### config.mk
export PLATFORM = sky130hd
export DESIGN_NAME = tow_game_ctrl_flat
export DESIGN_NICKNAME = d
export VERILOG_FILES = /design/src/rtl/tow_game_if.sv /design/src/rtl/tow_game_ctrl.sv /design/src/flat_wrapper.sv
export SDC_FILE = /design/constraint.sdc
export NUM_CORES = 1
export LEC_CHECK = 0
export ABC_AREA = 0
export ABC_CLOCK_PERIOD_IN_PS = 2700
export CELL_PAD_IN_SITES_DETAIL_PLACEMENT = 1
export CELL_PAD_IN_SITES_GLOBAL_PLACEMENT = 1
export CORE_MARGIN = 2
export CORE_UTILIZATION = 44
export CTS_CLUSTER_SIZE = 20
export DETAILED_ROUTE_END_ITERATION = 7
export PLACE_DENSITY_LB_ADDON = 0.1
export SLEW_MARGIN = 20
export SYNTH_ARGS = -nofsm -noshare
export SYNTH_HDL_FRONTEND = slang
export SYNTH_SLANG_ARGS = --single-unit
### constraint.sdc
create_clock -name clk -period 2.7 [get_ports clk]
set_input_delay 0.54 -clock clk [delete_from_list [all_inputs] [get_ports clk]]
set_output_delay 0.54 -clock clk [all_outputs]
set_load 0.03 [all_outputs]
### src/rtl/tow_game_if.sv
// Press inputs and display outputs of the tug-of-war controller.
// master = press source / display side, slave = the controller.
interface tow_game_if #(
    parameter int NUM_LEDS = 9,
    parameter int SCORE_W  = 3
);
    logic                left_press;
    logic                right_press;
    logic [NUM_LEDS-1:0] leds;
    logic                left_round;
    logic                right_round;
    logic [SCORE_W-1:0]  left_score;
    logic [SCORE_W-1:0]  right_score;
    logic                match_over;
    logic                busy;

    modport master (
        output left_press, right_press,
        input  leds, left_round, right_round, left_score, right_score, match_over, busy
    );

    modport slave (
        input  left_press, right_press,
        output leds, left_round, right_round, left_score, right_score, match_over, busy
    );
endinterface

### src/rtl/tow_game_ctrl.sv
// Tug-of-war game controller: moves a one-hot rope light, scores rounds, ends the match.
// Optional per-player press lockout is enabled with `define TOW_LOCKOUT_EN.
module tow_game_ctrl #(
    parameter int NUM_LEDS  = 9,
    parameter int SCORE_W   = 3,
    parameter int MAX_SCORE = 3,
    parameter int WIN_HOLD  = 50000000,
    parameter int LOCKOUT   = 5000000
) (
    input  logic       clk,
    input  logic       reset,
    tow_game_if.slave  bus
);
    localparam int CTR    = (NUM_LEDS - 1) / 2;
    localparam int POS_W  = $clog2(NUM_LEDS);
    localparam int HOLD_W = $clog2(WIN_HOLD + 1);
    localparam logic [NUM_LEDS-1:0] LEDS_WIN_L = ~((NUM_LEDS'(1) << CTR) - NUM_LEDS'(1));
    localparam logic [NUM_LEDS-1:0] LEDS_WIN_R = (NUM_LEDS'(1) << (CTR + 1)) - NUM_LEDS'(1);
    localparam logic [SCORE_W-1:0]  MAX_S      = SCORE_W'(MAX_SCORE);

    // A bad configuration references a module that does not exist, stopping elaboration.
    if (NUM_LEDS < 3 || (NUM_LEDS % 2) == 0 || MAX_SCORE < 1 ||
        MAX_SCORE > (2 ** SCORE_W) - 1 || WIN_HOLD < 1 || LOCKOUT < 1) begin : g_bad_cfg
        tow_game_ctrl_invalid_parameters u_invalid ();
    end

    typedef enum logic [2:0] {IDLE, PLAY, WIN_L, WIN_R, OVER} state_t;

    state_t              state_q, state_d;
    logic [POS_W-1:0]    pos_q, pos_d;
    logic [HOLD_W-1:0]   hold_q, hold_d;
    logic [SCORE_W-1:0]  ls_q, ls_d, rs_q, rs_d;
    logic [NUM_LEDS-1:0] leds_q, leds_d;
    logic                lr_q, lr_d, rr_q, rr_d, mo_q, mo_d, busy_q, busy_d;
    logic                left_eff, right_eff, win_entry;

    function automatic logic [NUM_LEDS-1:0] onehot(input logic [POS_W-1:0] p);
        return NUM_LEDS'(1) << p;
    endfunction

    function automatic logic [SCORE_W-1:0] sat_inc(input logic [SCORE_W-1:0] s);
        return (s >= MAX_S) ? MAX_S : s + 1'b1;
    endfunction

`ifdef TOW_LOCKOUT_EN
    localparam int LOCK_W = $clog2(LOCKOUT + 1);
    logic [LOCK_W-1:0] lk_l_q, lk_l_d, lk_r_q, lk_r_d;

    assign left_eff  = bus.left_press  && (lk_l_q == '0);
    assign right_eff = bus.right_press && (lk_r_q == '0);

    // A press counts as accepted (and arms its lockout) even when it cancels against the other.
    always_comb begin
        lk_l_d = (lk_l_q != '0) ? lk_l_q - 1'b1 : '0;
        lk_r_d = (lk_r_q != '0) ? lk_r_q - 1'b1 : '0;
        if (state_q == PLAY && left_eff)  lk_l_d = LOCK_W'(LOCKOUT - 1);
        if (state_q == PLAY && right_eff) lk_r_d = LOCK_W'(LOCKOUT - 1);
        if (win_entry) begin
            lk_l_d = '0;
            lk_r_d = '0;
        end
    end

    always_ff @(posedge clk) begin
        if (reset) begin
            lk_l_q <= '0;
            lk_r_q <= '0;
        end else begin
            lk_l_q <= lk_l_d;
            lk_r_q <= lk_r_d;
        end
    end
`else
    assign left_eff  = bus.left_press;
    assign right_eff = bus.right_press;
`endif

    always_comb begin
        state_d   = state_q;
        pos_d     = pos_q;
        hold_d    = hold_q;
        ls_d      = ls_q;
        rs_d      = rs_q;
        leds_d    = leds_q;
        lr_d      = lr_q;
        rr_d      = rr_q;
        win_entry = 1'b0;
        case (state_q)
            IDLE: begin
                leds_d = onehot(POS_W'(CTR));
                if (bus.left_press || bus.right_press) begin
                    state_d = PLAY;
                    pos_d   = POS_W'(CTR);
                end
            end
            PLAY: begin
                if (left_eff && !right_eff) begin
                    if (pos_q == POS_W'(NUM_LEDS - 1)) begin
                        state_d   = WIN_L;
                        ls_d      = sat_inc(ls_q);
                        lr_d      = 1'b1;
                        win_entry = 1'b1;
                    end else begin
                        pos_d = pos_q + 1'b1;
                    end
                end else if (right_eff && !left_eff) begin
                    if (pos_q == '0) begin
                        state_d   = WIN_R;
                        rs_d      = sat_inc(rs_q);
                        rr_d      = 1'b1;
                        win_entry = 1'b1;
                    end else begin
                        pos_d = pos_q - 1'b1;
                    end
                end
                if (win_entry) begin
                    hold_d = HOLD_W'(WIN_HOLD - 1);
                    leds_d = (state_d == WIN_L) ? LEDS_WIN_L : LEDS_WIN_R;
                end else begin
                    leds_d = onehot(pos_d);
                end
            end
            WIN_L, WIN_R: begin
                if (hold_q != '0) begin
                    hold_d = hold_q - 1'b1;
                end else if (((state_q == WIN_L) ? ls_q : rs_q) == MAX_S) begin
                    state_d = OVER;
                end else begin
                    state_d = PLAY;
                    pos_d   = POS_W'(CTR);
                    leds_d  = onehot(POS_W'(CTR));
                    lr_d    = 1'b0;
                    rr_d    = 1'b0;
                end
            end
            OVER: ;
            default: state_d = IDLE;
        endcase
        mo_d   = (ls_d == MAX_S) || (rs_d == MAX_S);
        busy_d = (state_d == PLAY);
    end

    always_ff @(posedge clk) begin
        if (reset) begin
            state_q <= IDLE;
            pos_q   <= POS_W'(CTR);
            hold_q  <= '0;
            ls_q    <= '0;
            rs_q    <= '0;
            leds_q  <= onehot(POS_W'(CTR));
            lr_q    <= 1'b0;
            rr_q    <= 1'b0;
            mo_q    <= 1'b0;
            busy_q  <= 1'b0;
        end else begin
            state_q <= state_d;
            pos_q   <= pos_d;
            hold_q  <= hold_d;
            ls_q    <= ls_d;
            rs_q    <= rs_d;
            leds_q  <= leds_d;
            lr_q    <= lr_d;
            rr_q    <= rr_d;
            mo_q    <= mo_d;
            busy_q  <= busy_d;
        end
    end

    assign bus.leds        = leds_q;
    assign bus.left_round  = lr_q;
    assign bus.right_round = rr_q;
    assign bus.left_score  = ls_q;
    assign bus.right_score = rs_q;
    assign bus.match_over  = mo_q;
    assign bus.busy        = busy_q;
endmodule

### src/flat_wrapper.sv
// flat-port wrapper written by rule: the top's interface ports become plain ports
module tow_game_ctrl_flat 
#(
    parameter int NUM_LEDS  = 9,
    parameter int SCORE_W   = 3,
    parameter int MAX_SCORE = 3,
    parameter int WIN_HOLD  = 50000000,
    parameter int LOCKOUT   = 5000000
)
  (clk, reset, bus_left_press, bus_right_press, bus_leds, bus_left_round, bus_right_round, bus_left_score, bus_right_score, bus_match_over, bus_busy);
  tow_game_if #(.NUM_LEDS(NUM_LEDS), .SCORE_W(SCORE_W)) bus_i ();
  input  logic clk;
  input  logic reset;
  input wire logic [$bits(bus_i.left_press)-1:0] bus_left_press;
  input wire logic [$bits(bus_i.right_press)-1:0] bus_right_press;
  output wire logic [$bits(bus_i.leds)-1:0] bus_leds;
  output wire logic [$bits(bus_i.left_round)-1:0] bus_left_round;
  output wire logic [$bits(bus_i.right_round)-1:0] bus_right_round;
  output wire logic [$bits(bus_i.left_score)-1:0] bus_left_score;
  output wire logic [$bits(bus_i.right_score)-1:0] bus_right_score;
  output wire logic [$bits(bus_i.match_over)-1:0] bus_match_over;
  output wire logic [$bits(bus_i.busy)-1:0] bus_busy;
  assign bus_i.left_press = bus_left_press;
  assign bus_i.right_press = bus_right_press;
  assign bus_leds = bus_i.leds;
  assign bus_left_round = bus_i.left_round;
  assign bus_right_round = bus_i.right_round;
  assign bus_left_score = bus_i.left_score;
  assign bus_right_score = bus_i.right_score;
  assign bus_match_over = bus_i.match_over;
  assign bus_busy = bus_i.busy;
  tow_game_ctrl #(.NUM_LEDS(NUM_LEDS), .SCORE_W(SCORE_W), .MAX_SCORE(MAX_SCORE), .WIN_HOLD(WIN_HOLD), .LOCKOUT(LOCKOUT)) u_core (.clk(clk), .reset(reset), .bus(bus_i));
endmodule
==> flow_metrics.tcl <==
set metrics [dict create \
    start_util_pct 45.1 \
    track_usage_pct 21.3 \
    p_total_uw 1440 \
    peakVddDrop_uv 229 \
    path_cells "inv_1 > ha_1 > or3b_2 > nor3_4 > buf_4 > o211ai_4 > or4_1 > a31oi_1" \
    post-cts-setup-buffers 0 \
    synth_mux_area_share_pct 1.10 \
    gr-total-overflow 0 \
    rsz0062_at_grt "no" \
    r2r-start "u_core.hold_q[0]" \
    cts-buffers-inserted 5 \
    portBuffers 22 \
    cts_resized 0 \
    synth_top_family_by_area "simple AND/OR/NAND/NOR gates" \
    syn_nets 337 \
    finalHoldViolations 0 \
    run_status "complete, no violations" \
    core_region_area_sq_um 6280 \
    avgSynthCellArea_sq_um 8.64 \
    crit_path_end_kind "register" \
    cap_violations 0 \
    synth_ff_type "dfxtp_1" \
    pwr-share-seq_pct 55.0 \
    multiInputGateArea_sq_um 1680 \
    leakage_uw 0.00120 \
    antenna_found_initial 0 \
    die_w_um 84.3 \
    yosysWarnings 0 \
    synth-edff-count 0 \
    ys_seq_area_share_pct 36.7 \
    clk_latency_ns 0.31 \
    syn_inst 328 \
    crit_type "reg -> reg" \
    dieArea_sq_um 7100 \
    ff_latch_area_sq_um 1040 \
    synth-compound-area-share_pct 26.4 \
    grt_max_degree 19 \
    reg2reg_slack_ns 0.16 \
    area_delta_synth_final_pct 17.6 \
    drive_gt1_share_pct 10.8 \
    boundaryPins 23 \
    post-route-period-util_pct 94.2 \
    swShare_pct 26.2 \
    die_h_um 84.3 \
    arrival_ns 2.78 \
    yosys.area_share.simple_pct 27.1 \
    cts.reportedPaths.clkPinSlew_ns 0.10 \
    crit_required_ns 2.94 \
    cpMaxStageDelayCell "or3b_2" \
    gp_congestion 0.824 \
    grt_util_met2_pct 33.6 \
    finalSetupTns_ns 0 \
    slowest_delay_ns 0.56 \
    grt_pass1_vias 2609 \
    ys_ff_latch 52 \
    drc 0 \
    p_int_uw 1060 \
    clock_skew_ns 0.0154 \
    cts_hold_buf 0 \
    cts.sinks 52 \
    min-delay-start "u_core.hold_q[10]" \
    p_clk_share_pct 32.7 \
    grtUsageMet1_pct 31.0 \
    yosys.area.top_type_share_pct 36.7 \
    first_iter_violations 147 \
    reg2reg_to "u_core.hold_q[20]" \
    synth-xor-area-share_pct 2.47 \
    cts_max_level 2 \
    hp-class "reg -> reg" \
    rows 29 \
    timing.slew.headroom_pct 51.7 \
    use_met3_pct 3.24 \
    ant_nets 0 \
    dp_hpwl_um 5090 \
    stdcell_area_sq_um 3330 \
    busiest_layer "met2" \
    num_vias 2620 \
    vias_per_cell 5.98 \
    syn_area_sq_um 2830 \
    synthArstFlopShare_pct 0 \
    avgRoutedWirePerCell_um 15.9 \
    setup_viol 0 \
    grt_pass1_wl_um 12600 \
    yosysUniqueCellTypes 64 \
    p_sw_uw 377 \
    max_freq_mhz 393 \
    comb_power_share_pct 12.3 \
    nFillCells 745 \
    fin_crit_ns 2.54 \
    nets 369 \
    max-clock-path-buffers 2 \
    ys_top_cells_by_area "dfxtp_1 37%, a21oi_1 3.7%, o31ai_1 3.2%" \
    dr.pass1.iters 4 \
    cts_root_buffer "clkbuf_8" \
    wirelength_um 6980 \
    crit_path_start_kind "register" \
    dpl_cell_area_sq_um 3240 \
    synth_fa_ha_area_share_pct 2.21 \
    path_max_fanout 9 \
    worst-slew-pin-transition_ns 0.720 \
    pwr_density_cell_nw_per_um2 431 \
    drv_slew 0 \
    n_antenna_cell 0 \
    whs_endpoint "u_core.hold_q[10]" \
    cts_tree "done" \
    min_path_cells 2 \
    synth_top_cell_by_area "dfxtp_1" \
    ff2ff_path_depth 8 \
]
[cells by family after synthesis]
kind of cell / after synthesis
and+or+nand+nor: 128
AOI/OAI and AO/OA: 103
DFF: 52
buffers and inverters: 29
xor gates and xnor gates: 8
adders and majority gates: 5
muxes: 3
[layer usage]
metal	routed length [um]	up-vias
met4	45	0
met2	3090	28
met1	3710	1277
met3	140	5
met5	0	-
li1	-	1310
[critical path: cells and delay by family (launching register included)]
family	cells	cell delay (ns)
AND/OR/NAND/NOR	3	1.38
buffers and inverters	2	0.25
adder cells (fa/ha/maj)	1	0.19
flip-flops	1	0.35
AO/OA/AOI/OAI	2	0.30
[state kept, by name, indices dropped and copies added, names as in the netlist, 3 cells and up]
signal	cells
u_core.bus.leds	9
u_core.bus.left_score	3
u_core.state_q	3
u_core.hold_q	26
u_core.pos_q	4
u_core.bus.right_score	3
[power by group through the flow]
stage	logic (uW)	registers, uW	clock network [uW]
final	177	791	469
after global routing	196	793	510
after CTS	177	791	487
after detailed placement	175	808	0
after global placement	173	808	0
after floorplan	108	815	0
[placed cells by master (no fill, tap or decap), types with 3 or more instances in the layout]
cell type | Yosys | routed
nor4_1 | 4 | 4
nand3_1 | 5 | 5
a311oi_1 | 3 | 3
nor3b_1 | 5 | 5
o31ai_1 | 12 | 12
ha_1 | 5 | 5
or2_1 | 5 | 5
clkbuf_8 | 0 | 6
o211ai_1 | 5 | 5
xnor2_1 | 5 | 5
nand2_1 | 17 | 17
or4_1 | 10 | 10
nor2b_1 | 8 | 8
a21oi_1 | 21 | 21
a31oi_1 | 14 | 14
nand2b_1 | 9 | 9
inv_1 | 10 | 10
nand3b_1 | 5 | 5
nor3_1 | 7 | 7
or3_1 | 14 | 14
clkdlybuf4s50_1 | 0 | 22
nand4_1 | 3 | 3
and3b_1 | 3 | 3
xor2_1 | 3 | 3
o21ai_0 | 6 | 6
o21ai_1 | 8 | 8
o22ai_1 | 3 | 3
a221o_1 | 4 | 4
dfxtp_1 | 52 | 52
buf_4 | 0 | 22
nor2_1 | 18 | 18
a211oi_1 | 4 | 4
[worst max path at each step]
stage | slack (ns) | end | cells after the start | startpoint
after floorplan | 0.39 | u_core.bus.leds[0] | 7 | u_core.hold_q[0]
after global placement | 0.09 | u_core.bus.leds[0] | 6 | bus_right_press
after detailed placement | 0.07 | u_core.bus.leds[0] | 6 | bus_right_press
after CTS | 0.13 | u_core.hold_q[20] | 8 | u_core.hold_q[0]
after global routing | 0.02 | u_core.hold_q[20] | 8 | u_core.hold_q[0]
final | 0.16 | u_core.hold_q[20] | 8 | u_core.hold_q[0]
[synthesized netlist by cell type (4+ instances only)]
| cell type | count |
|---|---|
| dfxtp_1 | 52 |
| a21oi_1 | 21 |
| nor2_1 | 18 |
| nand2_1 | 17 |
| a31oi_1 | 14 |
| clkbuf_1 | 14 |
| or3_1 | 14 |
| o31ai_1 | 12 |
| inv_1 | 10 |
| or4_1 | 10 |
| nand2b_1 | 9 |
| nor2b_1 | 8 |
| o21ai_1 | 8 |
| nor3_1 | 7 |
| o21ai_0 | 6 |
| ha_1 | 5 |
| nand3_1 | 5 |
| nand3b_1 | 5 |
| nor3b_1 | 5 |
| o211ai_1 | 5 |
| or2_1 | 5 |
| xnor2_1 | 5 |
| a211oi_1 | 4 |
| a221o_1 | 4 |
| buf_2 | 4 |
| nor4_1 | 4 |
[stage by stage]
stage	utilization, %	instances	setup WS (ns)	hold WS, ns
4_1_cts	53.1	438	0.132	0.472
5_1_grt	53.1	438	0.0195	0.499
6_report	53.1	438	0.157	0.466
2_1_floorplan	-	328	0.388	0.437
3_5_place_dp	51.6	430	0.0691	0.458
3_3_place_gp	51.6	430	0.0911	0.453
[cell type report]
cell class	count	area share (%)
Clock buffer	7	2.59
Timing Repair Buffer	44	11.6
Inverter	10	1.13
Clock inverter	1	0.225
Tap cell	77	2.89
Sequential cell	52	31.2
Multi-Input combinational cell	247	50.4
(Power assumes the default switching activity.)
==> edit: new RTL, same flow settings <==
Take the reset off `hold_q` and load it in a clocked block of its own.
--- a/src/rtl/tow_game_ctrl.sv
+++ b/src/rtl/tow_game_ctrl.sv
@@ -145,5 +145,4 @@
             state_q <= IDLE;
             pos_q   <= POS_W'(CTR);
-            hold_q  <= '0;
             ls_q    <= '0;
             rs_q    <= '0;
@@ -156,5 +155,4 @@
             state_q <= state_d;
             pos_q   <= pos_d;
-            hold_q  <= hold_d;
             ls_q    <= ls_d;
             rs_q    <= rs_d;
@@ -165,4 +163,8 @@
             busy_q  <= busy_d;
         end
+    end
+
+    always_ff @(posedge clk) begin
+        hold_q <= hold_d;
     end
 
Check against the original RTL: same outputs for any inputs over 10 cycles, from zero or initial values and one cycle with reset high; that may be too few to reach the edited logic, so the function may still have changed.
==> edit against the unedited design <==
  * Global-route usage increased by 0.18 points
  * Cell area is 4.4% higher
  * Sequential share of layout area grew 6.2 points
  * Sequential power up 6.4%
  * Area after synthesis up 4.7%
  * Power rose by 5.4%
  * Clock skew decreased by 0.0099 ns
  * Cell count fell by 3.0%
  * Die area grew 4.5%
  * Wire length is 6.0% higher
  * Non-clock buffer count is 5 lower
  * Setup slack improved by 0.0074 ns
  * Sequential cell count did not move
  * Synthesized cell count fell by 4.0%
  * Critical endpoint is now u_core.hold_q[18]
  * Highest routed layer unchanged
==> edit: results (changes against the unedited design) <==
CP Max Fanout = 26 (+17)
Syn Inst Count = 315 (-4.0%)
Synth Area in XOR/XNOR = 6.20% (+3.7 points)
Syn Nets = 325 (-3.6%)
Final HPWL DP = 5450 um (+7.1%)
Register area share after synthesis = 43.8% (+7.1 points)
CP startpoint = u_core.hold_q[9]
Final wirelength = 7400 um (+6.0%)
DR pass1 iterations = 5 (+1)
Vias in the first global route = 2574 (-1.3%)
Primary FF master, synth = edfxtp_1
Worst Reg-to-Reg Cells = 6 (-2)
Global-route wire length before repair = 12600 um (-0.39%)
Metal3 WL = 166 um (+19%)
Peak supply drop = 0.000236 V (+2.8%)
Layout cells sized above 1 = 11.8% (+0.98 points)
Utilization after layout = 54.2% (+1.1 points)
Post-Synth Adder-Cell Area = 2.53% (+0.32 points)
Worst slew margin = 67.7% (+16 points)
FILL cells = 720 (-3.4%)
HP Start = u_core.bus.left_round
FF-to-FF End = u_core.hold_q[18]
Outcome = completed
Layout Skew = 0.00546 ns (-0.00991 ns)
Placed Cells = 417 (-3.0%)
Power per Cell Area = 435 nW/um2 (+0.95%)
Netlist cell types = 58 (-9.4%)
NetSw = 0.352 mW (-6.4%)
Commonest cells in the synthesized netlist = nand2_1, dfxtp_1, edfxtp_1
Fin Hold WS = 0.488 ns (+0.0212 ns)
Largest net degree at the start of global routing = 27 (+8)
Leakage = 1.07 nW (-11%)
1st-iter DRT viols = 90 (-39%)
Yosys top cell area share = 26.3% (-10 points)
GRT Util Overall = 21.4% (+0.18 points)
-- edit: cell types whose count changed in the layout (fill, tap and decap cells not counted), sizes merged, moves of 6 or more --
cell | before | now
xnor2 | 5 | 13
nor4 | 5 | 13
edfxtp | 0 | 26
dfxtp | 52 | 26
o221ai | 0 | 6
nand2 | 17 | 31
nor2 | 18 | 25
a31oi | 14 | 4
a21oi | 21 | 15
or3 | 15 | 8
o31ai | 13 | 7
or4 | 10 | 2
-- edit: cells by family after synthesis --
logic type                 after synthesis
DFF                                     52
buffers and inverters                   26
AOI/OAI and AO/OA                       67
xor gates and xnor gates                21
muxes                                    2
adders and majority gates                6
and+or+nand+nor                        141
-- edit: area by class of cell --
cell class | instances | share of cell area [%]
clock buffer | 6 | 2.09
multi-input combinational | 237 | 45.1
inverter | 12 | 1.29
clock inverter | 2 | 1.01
timing repair buffer | 39 | 10.4
tap | 77 | 2.77
sequential | 52 | 37.4
